$ cat src/rtl/vga_ball_pkg.sv
// Shared definitions for the ball/background frame-synchronous controller.
// Optional motion step is enabled by defining VGA_BALL_CTRL_BOUNCE_EN.
package vga_ball_pkg;

  localparam logic [2:0] ADDR_R    = 3'd0;
  localparam logic [2:0] ADDR_G    = 3'd1;
  localparam logic [2:0] ADDR_B    = 3'd2;
  localparam logic [2:0] ADDR_X    = 3'd3;
  localparam logic [2:0] ADDR_Y    = 3'd4;
  localparam logic [2:0] ADDR_CTRL = 3'd5;
  localparam logic [2:0] ADDR_VEL  = 3'd6;

  // Legacy state encodings, kept so external probes see the same values.
  localparam logic [1:0] ST_IDLE   = 2'd0;
  localparam logic [1:0] ST_COMMIT = 2'd1;
  localparam logic [1:0] ST_MOVE   = 2'd2;

  typedef enum logic [1:0] {
    IDLE   = ST_IDLE,
    COMMIT = ST_COMMIT,
    MOVE   = ST_MOVE
  } state_t;

  typedef enum logic [2:0] {
    F_R    = 3'd0,
    F_G    = 3'd1,
    F_B    = 3'd2,
    F_X    = 3'd3,
    F_Y    = 3'd4,
    F_CTRL = 3'd5,
    F_VEL  = 3'd6
  } field_e;

  localparam int unsigned NUM_FIELDS = 7;

  localparam logic [7:0]        RST_R  = 8'h00;
  localparam logic [7:0]        RST_G  = 8'h00;
  localparam logic [7:0]        RST_B  = 8'h80;
  localparam logic [9:0]        RST_X  = 10'd320;
  localparam logic [9:0]        RST_Y  = 10'd240;
  localparam logic signed [7:0] RST_DX = 8'sd1;
  localparam logic signed [7:0] RST_DY = 8'sd1;

  function automatic logic [9:0] clamp10(input logic [9:0] v, input logic [9:0] max);
    return (v > max) ? max : v;
  endfunction

endpackage

$ cat src/rtl/vga_ball_ctrl_if.sv
// Avalon-MM write-only slave bus for the ball controller register file.
interface vga_ball_ctrl_if;
  logic        chipselect;
  logic        write;
  logic [2:0]  address;
  logic [15:0] writedata;

  modport master (output chipselect, output write, output address, output writedata);
  modport slave  (input  chipselect, input  write, input  address, input  writedata);
endinterface

$ cat src/rtl/vga_ball_bounce.sv
// One-axis bounce step: advance position by signed velocity, reflect at [lo, hi].
module vga_ball_bounce (
  input  logic [9:0]        pos,
  input  logic signed [7:0] vel,
  input  logic [9:0]        lo,
  input  logic [9:0]        hi,
  output logic [9:0]        pos_next,
  output logic signed [7:0] vel_next
);
  logic signed [10:0] nx;
  logic signed [7:0]  vneg;

  always_comb begin
    nx   = $signed({1'b0, pos}) + $signed({{3{vel[7]}}, vel});
    // -128 has no positive counterpart in 8 bits; saturate instead of wrapping.
    vneg = (vel == 8'sh80) ? 8'sh7F : -vel;
    pos_next = nx[9:0];
    vel_next = vel;
    if (nx < $signed({1'b0, lo})) begin
      pos_next = lo;
      vel_next = vneg;
    end else if (nx > $signed({1'b0, hi})) begin
      pos_next = hi;
      vel_next = vneg;
    end
  end
endmodule

$ cat src/rtl/vga_ball_ctrl.sv
// Frame-synchronous shadow/active register controller for the ball display.
// Define VGA_BALL_CTRL_BOUNCE_EN to enable per-frame bounce motion in MOVE.
module vga_ball_ctrl
  import vga_ball_pkg::*;
#(
  parameter int H_ACTIVE = 640,
  parameter int V_ACTIVE = 480,
  parameter int RADIUS   = 15
) (
  input  logic              clk,
  input  logic              reset,
  vga_ball_ctrl_if.slave    bus,
  input  logic [10:0]       hcount,
  input  logic [9:0]        vcount,
  output logic [7:0]        bg_r,
  output logic [7:0]        bg_g,
  output logic [7:0]        bg_b,
  output logic [9:0]        center_x,
  output logic [9:0]        center_y,
  output logic              pending,
  output logic [15:0]       frame_count
);

  localparam logic [9:0] X_MAX = 10'(H_ACTIVE - 1);
  localparam logic [9:0] Y_MAX = 10'(V_ACTIVE - 1);

  state_t                  state;
  logic [NUM_FIELDS-1:0]   dirty, dirty_n, wr_mask, commit_mask;
  logic                    wr, frame_start;
  logic [7:0]              sh_r, sh_g, sh_b;
  logic [9:0]              sh_x, sh_y;

  assign wr          = bus.chipselect & bus.write;
  assign frame_start = (vcount == 10'(V_ACTIVE)) && (hcount == '0);

  always_comb begin
    wr_mask = '0;
    if (wr) begin
      case (bus.address)
        ADDR_R:    wr_mask[F_R]    = 1'b1;
        ADDR_G:    wr_mask[F_G]    = 1'b1;
        ADDR_B:    wr_mask[F_B]    = 1'b1;
        ADDR_X:    wr_mask[F_X]    = 1'b1;
        ADDR_Y:    wr_mask[F_Y]    = 1'b1;
        ADDR_CTRL: wr_mask[F_CTRL] = 1'b1;
        ADDR_VEL:  wr_mask[F_VEL]  = 1'b1;
        default:   ;
      endcase
    end
  end

  // A write landing on the COMMIT cycle re-arms its dirty bit after the clear.
  always_comb begin
    commit_mask = (state == COMMIT) ? dirty : '0;
    dirty_n     = (dirty & ~commit_mask) | wr_mask;
  end

  always_ff @(posedge clk) begin
    if (reset) begin
      sh_r <= RST_R;
      sh_g <= RST_G;
      sh_b <= RST_B;
      sh_x <= RST_X;
      sh_y <= RST_Y;
    end else begin
      if (wr_mask[F_R]) sh_r <= bus.writedata[7:0];
      if (wr_mask[F_G]) sh_g <= bus.writedata[7:0];
      if (wr_mask[F_B]) sh_b <= bus.writedata[7:0];
      if (wr_mask[F_X]) sh_x <= clamp10(bus.writedata[9:0], X_MAX);
      if (wr_mask[F_Y]) sh_y <= clamp10(bus.writedata[9:0], Y_MAX);
    end
  end

`ifdef VGA_BALL_CTRL_BOUNCE_EN
  localparam logic [9:0] X_LO = 10'(RADIUS);
  localparam logic [9:0] X_HI = 10'(H_ACTIVE - 1 - RADIUS);
  localparam logic [9:0] Y_LO = 10'(RADIUS);
  localparam logic [9:0] Y_HI = 10'(V_ACTIVE - 1 - RADIUS);

  logic                sh_ctrl, ctrl_en, x_cm, y_cm;
  logic signed [7:0]   sh_dx, sh_dy, vel_dx, vel_dy, nv_x, nv_y;
  logic [9:0]          np_x, np_y;

  always_ff @(posedge clk) begin
    if (reset) begin
      sh_ctrl <= 1'b0;
      sh_dx   <= RST_DX;
      sh_dy   <= RST_DY;
    end else begin
      if (wr_mask[F_CTRL]) sh_ctrl <= bus.writedata[0];
      if (wr_mask[F_VEL]) begin
        sh_dx <= bus.writedata[7:0];
        sh_dy <= bus.writedata[15:8];
      end
    end
  end

  vga_ball_bounce u_bounce_x (
    .pos(center_x), .vel(vel_dx), .lo(X_LO), .hi(X_HI), .pos_next(np_x), .vel_next(nv_x)
  );
  vga_ball_bounce u_bounce_y (
    .pos(center_y), .vel(vel_dy), .lo(Y_LO), .hi(Y_HI), .pos_next(np_y), .vel_next(nv_y)
  );
`endif
  // Without the motion step CTRL/VEL values have no consumer; only their
  // dirty bits are kept so pending reflects host writes identically.

  always_ff @(posedge clk) begin
    if (reset) begin
      state       <= IDLE;
      dirty       <= '0;
      pending     <= 1'b0;
      frame_count <= '0;
      bg_r        <= RST_R;
      bg_g        <= RST_G;
      bg_b        <= RST_B;
      center_x    <= RST_X;
      center_y    <= RST_Y;
`ifdef VGA_BALL_CTRL_BOUNCE_EN
      ctrl_en     <= 1'b0;
      vel_dx      <= RST_DX;
      vel_dy      <= RST_DY;
      x_cm        <= 1'b0;
      y_cm        <= 1'b0;
`endif
    end else begin
      dirty   <= dirty_n;
      pending <= |dirty_n;
      case (state)
        IDLE: if (frame_start) state <= COMMIT;
        COMMIT: begin
          if (dirty[F_R]) bg_r     <= sh_r;
          if (dirty[F_G]) bg_g     <= sh_g;
          if (dirty[F_B]) bg_b     <= sh_b;
          if (dirty[F_X]) center_x <= sh_x;
          if (dirty[F_Y]) center_y <= sh_y;
`ifdef VGA_BALL_CTRL_BOUNCE_EN
          if (dirty[F_CTRL]) ctrl_en <= sh_ctrl;
          if (dirty[F_VEL]) begin
            vel_dx <= sh_dx;
            vel_dy <= sh_dy;
          end
          x_cm <= dirty[F_X];
          y_cm <= dirty[F_Y];
`endif
          frame_count <= frame_count + 16'd1;
          state       <= MOVE;
        end
        MOVE: begin
`ifdef VGA_BALL_CTRL_BOUNCE_EN
          if (ctrl_en) begin
            if (!x_cm) begin
              center_x <= np_x;
              vel_dx   <= nv_x;
            end
            if (!y_cm) begin
              center_y <= np_y;
              vel_dy   <= nv_y;
            end
          end
`endif
          state <= IDLE;
        end
        default: state <= IDLE;
      endcase
    end
  end

endmodule

$ cat src/flat_wrapper.sv
// flat-port wrapper written by rule: the top's interface ports become plain ports
module vga_ball_ctrl_flat import vga_ball_pkg::*;
#(
  parameter int H_ACTIVE = 640,
  parameter int V_ACTIVE = 480,
  parameter int RADIUS   = 15
)
  (clk, reset, hcount, vcount, bg_r, bg_g, bg_b, center_x, center_y, pending, frame_count, bus_chipselect, bus_write, bus_address, bus_writedata);
  vga_ball_ctrl_if bus_i ();
  input  logic clk;
  input  logic reset;
  input  logic [10:0] hcount;
  input  logic [9:0] vcount;
  output logic [7:0] bg_r;
  output logic [7:0] bg_g;
  output logic [7:0] bg_b;
  output logic [9:0] center_x;
  output logic [9:0] center_y;
  output logic pending;
  output logic [15:0] frame_count;
  input wire logic [$bits(bus_i.chipselect)-1:0] bus_chipselect;
  input wire logic [$bits(bus_i.write)-1:0] bus_write;
  input wire logic [$bits(bus_i.address)-1:0] bus_address;
  input wire logic [$bits(bus_i.writedata)-1:0] bus_writedata;
  assign bus_i.chipselect = bus_chipselect;
  assign bus_i.write = bus_write;
  assign bus_i.address = bus_address;
  assign bus_i.writedata = bus_writedata;
  vga_ball_ctrl #(.H_ACTIVE(H_ACTIVE), .V_ACTIVE(V_ACTIVE), .RADIUS(RADIUS)) u_core (.clk(clk), .reset(reset), .bus(bus_i), .hcount(hcount), .vcount(vcount), .bg_r(bg_r), .bg_g(bg_g), .bg_b(bg_b), .center_x(center_x), .center_y(center_y), .pending(pending), .frame_count(frame_count));
endmodule
$ cat config.mk
export PLATFORM = sky130hd
export DESIGN_NAME = vga_ball_ctrl_flat
export DESIGN_NICKNAME = d
export VERILOG_FILES = /design/src/rtl/vga_ball_pkg.sv /design/src/rtl/vga_ball_ctrl_if.sv /design/src/rtl/vga_ball_bounce.sv /design/src/rtl/vga_ball_ctrl.sv /design/src/flat_wrapper.sv
export SDC_FILE = /design/constraint.sdc
export NUM_CORES = 1
export LEC_CHECK = 0
export ABC_AREA = 1
export CAP_MARGIN = 20
export CORE_AREA = 2 2 112 87
export CTS_CLUSTER_DIAMETER = 150
export CTS_CLUSTER_SIZE = 40
export DETAILED_ROUTE_END_ITERATION = 16
export DIE_AREA = 0 0 114 89
export GPL_ROUTABILITY_DRIVEN = 0
export PLACE_DENSITY = 0.78
export SYNTH_ARGS = -nofsm -noshare
export SYNTH_HDL_FRONTEND = slang
export SYNTH_HIERARCHICAL = 1
export SYNTH_SLANG_ARGS = --single-unit
$ cat constraint.sdc
create_clock -name clk -period 1.6 [get_ports clk]
set_input_delay 0.4 -clock clk [delete_from_list [all_inputs] [get_ports clk]]
set_output_delay 0.4 -clock clk [all_outputs]
set_load 0.03 [all_outputs]
* Word level (Yosys, flattened, before mapping)
Index checks and enable logic that the tools add are counted.
** Cells by class
- Add/sub/neg operators :: 1
- Order comparisons :: 2
- Equality and inequality tests :: 9
- Muxes and demuxes :: 13
- Bitwise logic cells :: 4
- Reductions and logical operators :: 10
** Operators by type and width (count)
- 10-bit 2-to-1 mux :: 2
- 16-bit by 1-bit adder with 16-bit output (second input constant) :: 1
- 7-bit 2-to-1 mux :: 2
- 11-bit zero test :: 1
- 10-bit by 9-bit == test with 1-bit output (second input constant) :: 1
- 10-bit > comparator (second input constant) :: 1
- 10-bit by 9-bit > comparator with 1-bit output (second input constant) :: 1
- 2-bit AND reduction :: 5
- 3-bit == test (second input constant) :: 3
- 7-bit AND :: 1
- 1-bit 2-to-1 mux :: 7
- 7-bit NOT :: 1
- 7-bit OR :: 1
- 7-bit OR reduction :: 1
- 3-bit by 2-bit == test with 1-bit output (second input constant) :: 2
- 2-bit one-hot mux with 2 select lines :: 1
- 3-bit by 1-bit == test with 1-bit output (second input constant) :: 1
- 3-bit zero test :: 1
- 2-bit by 1-bit == test with 1-bit output (second input constant) :: 1
- 2-bit zero test :: 1
- 2-bit 2-to-1 mux :: 1
- 2-bit by 1-bit != test with 1-bit output (second input constant) :: 1
- 1-bit AND :: 1
- 1-bit logical AND :: 1
** Storage, ports and cells
- Bits in registers :: 114
- Bits of input ports :: 44
- Output and inout port bits :: 61
- Logic and storage cells :: 53

* Longest topological paths before layout
Gate-level depths: netlist of run 1.
- Depth after elaboration :: 6
- Depth in mapped cells :: 9
- Depth with buffers taken out :: 9

* Least setup slack after synthesis of run 1
No wires, ideal clock.
- Path kind :: register to register
- From :: reg u_core.frame_count[1]
- To :: reg u_core.frame_count[14]
- Setup time :: 114 ps
- Arrival :: 1328 ps
- Data required time :: 1486 ps
- Slack :: 159 ps
- Stages on the path, launching flop included :: 9
- Buffers on the path :: 0
- Clock period less this slack :: 1441 ps
- Path through :: dfxtp_1 > ha_1 > inv_1 > nor2_1 > nand3_1 > nor2_1 > nand2_1 > nand2_1 > nor2_1
** On the way
- Cells in the longest elaborated chain, start to end :: 1
** RTL lines
- from (decl) :: RTL line vga_ball_ctrl.sv:21 : output logic [15:0] frame_count
- from (signal assigned) :: RTL line vga_ball_ctrl.sv:146 : frame_count <= frame_count + 16'd1;
- 16-bit by 1-bit adder with 16-bit output :: RTL line vga_ball_ctrl.sv:146
Every way passes these cells.
A chain may end at the register's enable or synchronous reset.

* Worst setup path in the final report of run 1
- From :: reg u_core.center_x[7]
- To :: out center_x[7]
** RTL lines
- from (decl) :: RTL line vga_ball_ctrl.sv:18 : output logic [9:0] center_x,
- from (signal assigned) :: RTL line vga_ball_ctrl.sv:117 : center_x <= RST_X;
- from (signal assigned) :: RTL line vga_ball_ctrl.sv:135 : if (dirty[F_X]) center_x <= sh_x;
- to (decl) :: RTL line flat_wrapper.sv:17 : output logic [9:0] center_x;
No word-level cell between the ends.

==> reports/qor.txt, run 1 <==
Register-to-Register Path Depth: 6
GRT Resource Usage Total: 24.1%
Crit Path Max Fanout: 2
min-delay src: u_core/bg_b[7]$_SDFFE_PP1P_
maximum VDD drop: 0.000655 V
first-pass GRT wire length: 19,100 um
slowest CP cell: dlygate4sd2_1
PD cells: 1130 nW/um^2
mean routed wirelength per cell: 14.5 um
Crit path buffers/inverters: 1
I/O Pins: 105
clock power share: 53.6%
Overflow after GRT: 0
CTS buffer count: 17
crit-path max cell delay: 0.41 ns
status: completed
NumNets Final: 743
Synth cell types: 30
CP required: 1.20 ns
share of cells above drive strength 1: 11.9%
Finished Cell Area: 6130 sq um
Fin. Hold Viols: 0
clock root cell: clkbuf_16
Residual DRC: 0
R2R Setup Slk: 0.14 ns
fin util: 68.7%
post-route minimum period: 1.57 ns
CTS clk-pin slew, worst paths: 0.05 ns
Synth Warn #: 6
commonest non-fill, non-tap cell in the layout: nor2_1
post-route ant nets: 0
Worst-Margin Slew: 0.403 ns
vias in the first global route: 4,113
initial antenna violation count: 0
Pre-antenna DRT Iters: 5
via total after detailed routing: 4,293
post-placement cell area: 5620 sq um
Crit path max-delay family: buffers and inverters
most frequent cells in the layout: nor2_1 (119), dfxtp_1 (114), nand2_1 (85)
CTS tree: built
DP Cell Count: 790
pin count of the biggest net entering global routing: 44
Clock Skew: 0.0105 ns
Core Area: 8930 sq um
postcts setup bufs: 0
Core Rows: 30
internal power: 5.54 mW
Slew headroom: 73.1%
Layout area overhead: 42.3%
drt initial violations: 281
number of port buffers: 98
Initial Utilization: 48.3%
average size of a mapped cell: 7.62 sq um
ys async rst share: 0%
HP Class: flip-flop to flip-flop
Worst-Skew Late Latency: 0.40 ns
DP Wirelength: 7980 um
Flop pwr share: 41.8%
ant diodes: 0
critical path startpoint category: flip-flop
Final setup viols: 0
Comb pwr share: 4.6%
RSZ-0062 raised after global routing: true
crit path DAT: 1.17 ns
Reg2Reg Launch Point: u_core/state[0]$_SDFFE_PP0P_
Filler cells: 681
Crit Path Class: flip-flop to primary output
CP endpoint kind: primary output
Tcrit/Tclk final: 97.9%
H-tree Lvls: 4
setup_tns: 0 ns
post-synthesis cell count: 566
synthesized area: 4310 sq um
Hold Path Stages: 2
Cell Count, Final, Fillers Out: 820
DIE WIDTH: 114 um
FMAX: 0.639 GHz
worst hold slack: 0.457 ns
crit-path cells: dlygate4sd2_1
NetSw: 1.38 mW
Die ar.: 10,100 sq um
Die Y: 89 um
WL final: 11,900 um
Sw Share: 20.0%
Post-synth EDFFs: 0
hold endpoint: u_core/bg_b[7]$_SDFFE_PP1P_
sequential share of the synthesized area: 52.9%
R2R Path End: u_core/frame_count[8]$_SDFFE_PP0P_
Avg Vias per Cell: 5.24
clock sink total: 114
Net Count, Synth: 611
CTS max path bufs: 2
max cap viols: 0
Final Slew Violations: 0
ys flop type: dfxtp_1
post-synthesis register bit count: 114
Static Leak: 2.80 nW
-- synthesized netlist by cell type (2+ instances only) --
master / instances / area [sq um]
buf_4: 3 / 22.5
clkbuf_1: 9 / 33.8
nor2_1: 119 / 447
dfxtp_1: 114 / 2280
nand3_1: 30 / 150
buf_1: 2 / 7.51
a21oi_1: 42 / 210
nand2_2: 3 / 18.8
nor3_1: 12 / 60.1
buf_2: 8 / 40.0
o21ai_0: 66 / 330
nand2_1: 85 / 319
nor3b_1: 2 / 15.0
inv_2: 2 / 7.51
a22oi_1: 2 / 15.0
o21a_1: 2 / 15.0
nor4_1: 6 / 37.5
inv_1: 39 / 146
nand4_1: 6 / 37.5
nor2_2: 4 / 25.0
-- metal layers --
layer  up-vias  global-route usage (%)  share of wire [%]
met4         0                    7.21                1.9
met5         -                       0                  0
met1      1984                    29.8                 43
li1       2114                       -                  -
met2       170                    41.9                 48
met3        25                    6.64                7.0
-- what timing repair did --
item | CTS | global route
pin swaps | 0 | 1
resized for setup | 67 | 11
setup endpoints to repair | 61 | 11
endpoints found under the hold margin | 0 | 0
cloned | 0 | 1
hold buffers | 0 | 0
-- metrics by stage --
stage                     total power [mW]  worst slack, ns
after global routing                  7.13         -0.00724
final                                 6.92           0.0341
after CTS                             6.95          0.00227
after floorplan                       3.06            0.159
after global placement                3.25           -0.180
after detailed placement              3.26           -0.255
-- worst reg2reg max path, stage by stage (launching register included) --
cell	delay [ns]
dfxtp_1	0.37
nand2_2	0.17
buf_4	0.22
nor3_4	0.21
nand2_1	0.14
nor2_1	0.16
o21a_1	0.12
-- state kept, by name, summed over array words and instances (netlist names) --
signal	count
u_core/center_y	10
u_core/pending	1
u_core/sh_y	10
u_core/sh_b	8
u_core/dirty	7
u_core/frame_count	16
u_core/center_x	10
u_core/sh_g	8
u_core/bg_r	8
u_core/sh_x	10
u_core/bg_g	8
u_core/state	2
u_core/sh_r	8
u_core/bg_b	8
-- worst max path at each step --
| stage | start | endpoint | slack (ns) | depth (start not counted) |
|---|---|---|---|---|
| final | u_core/center_x[7]$_SDFFE_PP0P_ | center_x[7] | 0.03 | 1 |
| after global routing | bus_address[0] | u_core/sh_y[3]$_SDFFE_PP0P_ | -0.007 | 6 |
| after CTS | u_core/frame_count[3]$_SDFFE_PP0P_ | frame_count[3] | 0.002 | 1 |
| after detailed placement | bus_address[2] | u_core/sh_y[2]$_SDFFE_PP0P_ | -0.26 | 6 |
| after global placement | bus_address[2] | u_core/sh_y[2]$_SDFFE_PP0P_ | -0.18 | 6 |
| after floorplan | u_core/frame_count[1]$_SDFFE_PP0P_ | u_core/frame_count[14]$_SDFFE_PP0P_ | 0.16 | 8 |
-- area by class of cell --
cell class	instances	area, sq um	area share [%]
tap	112	140	2.28
clock buffer	25	515	8.40
inverter	42	161	2.63
multi-input combinational	387	1760	28.7
timing repair buffer	135	1190	19.5
clock inverter	4	72.6	1.18
timing repair inverter	1	5.00	0.0816
sequential	114	2280	37.2
-- power groups by stage --
stage	clock [mW]	sequential, mW	combinational [mW]
after floorplan	0	2.95	0.119
after global placement	0	2.95	0.300
after detailed placement	0	2.95	0.309
after CTS	3.74	2.89	0.314
after global routing	3.89	2.89	0.344
final	3.71	2.89	0.319
-- cell families after synthesis --
group,after synthesis,synth area share (%)
AO/OA/AOI/OAI,114,13.5
flip-flops,114,52.9
adder cells (fa/ha/maj),1,0.290
buffers and inverters,65,6.33
AND/OR/NAND/NOR,271,26.8
XOR/XNOR,1,0.203
(Power assumes the default switching activity.)
==> run 2, diff against run 1 <==
--- a/config.mk
+++ b/config.mk
@@ -8,7 +8,6 @@
 export ABC_AREA = 1
 export CAP_MARGIN = 20
 export CORE_AREA = 2 2 112 87
-export CTS_CLUSTER_DIAMETER = 150
 export CTS_CLUSTER_SIZE = 40
 export DETAILED_ROUTE_END_ITERATION = 16
 export DIE_AREA = 0 0 114 89
==> results of run 2 <==
The final DEF is identical to that of run 1; final timing and power are the same.
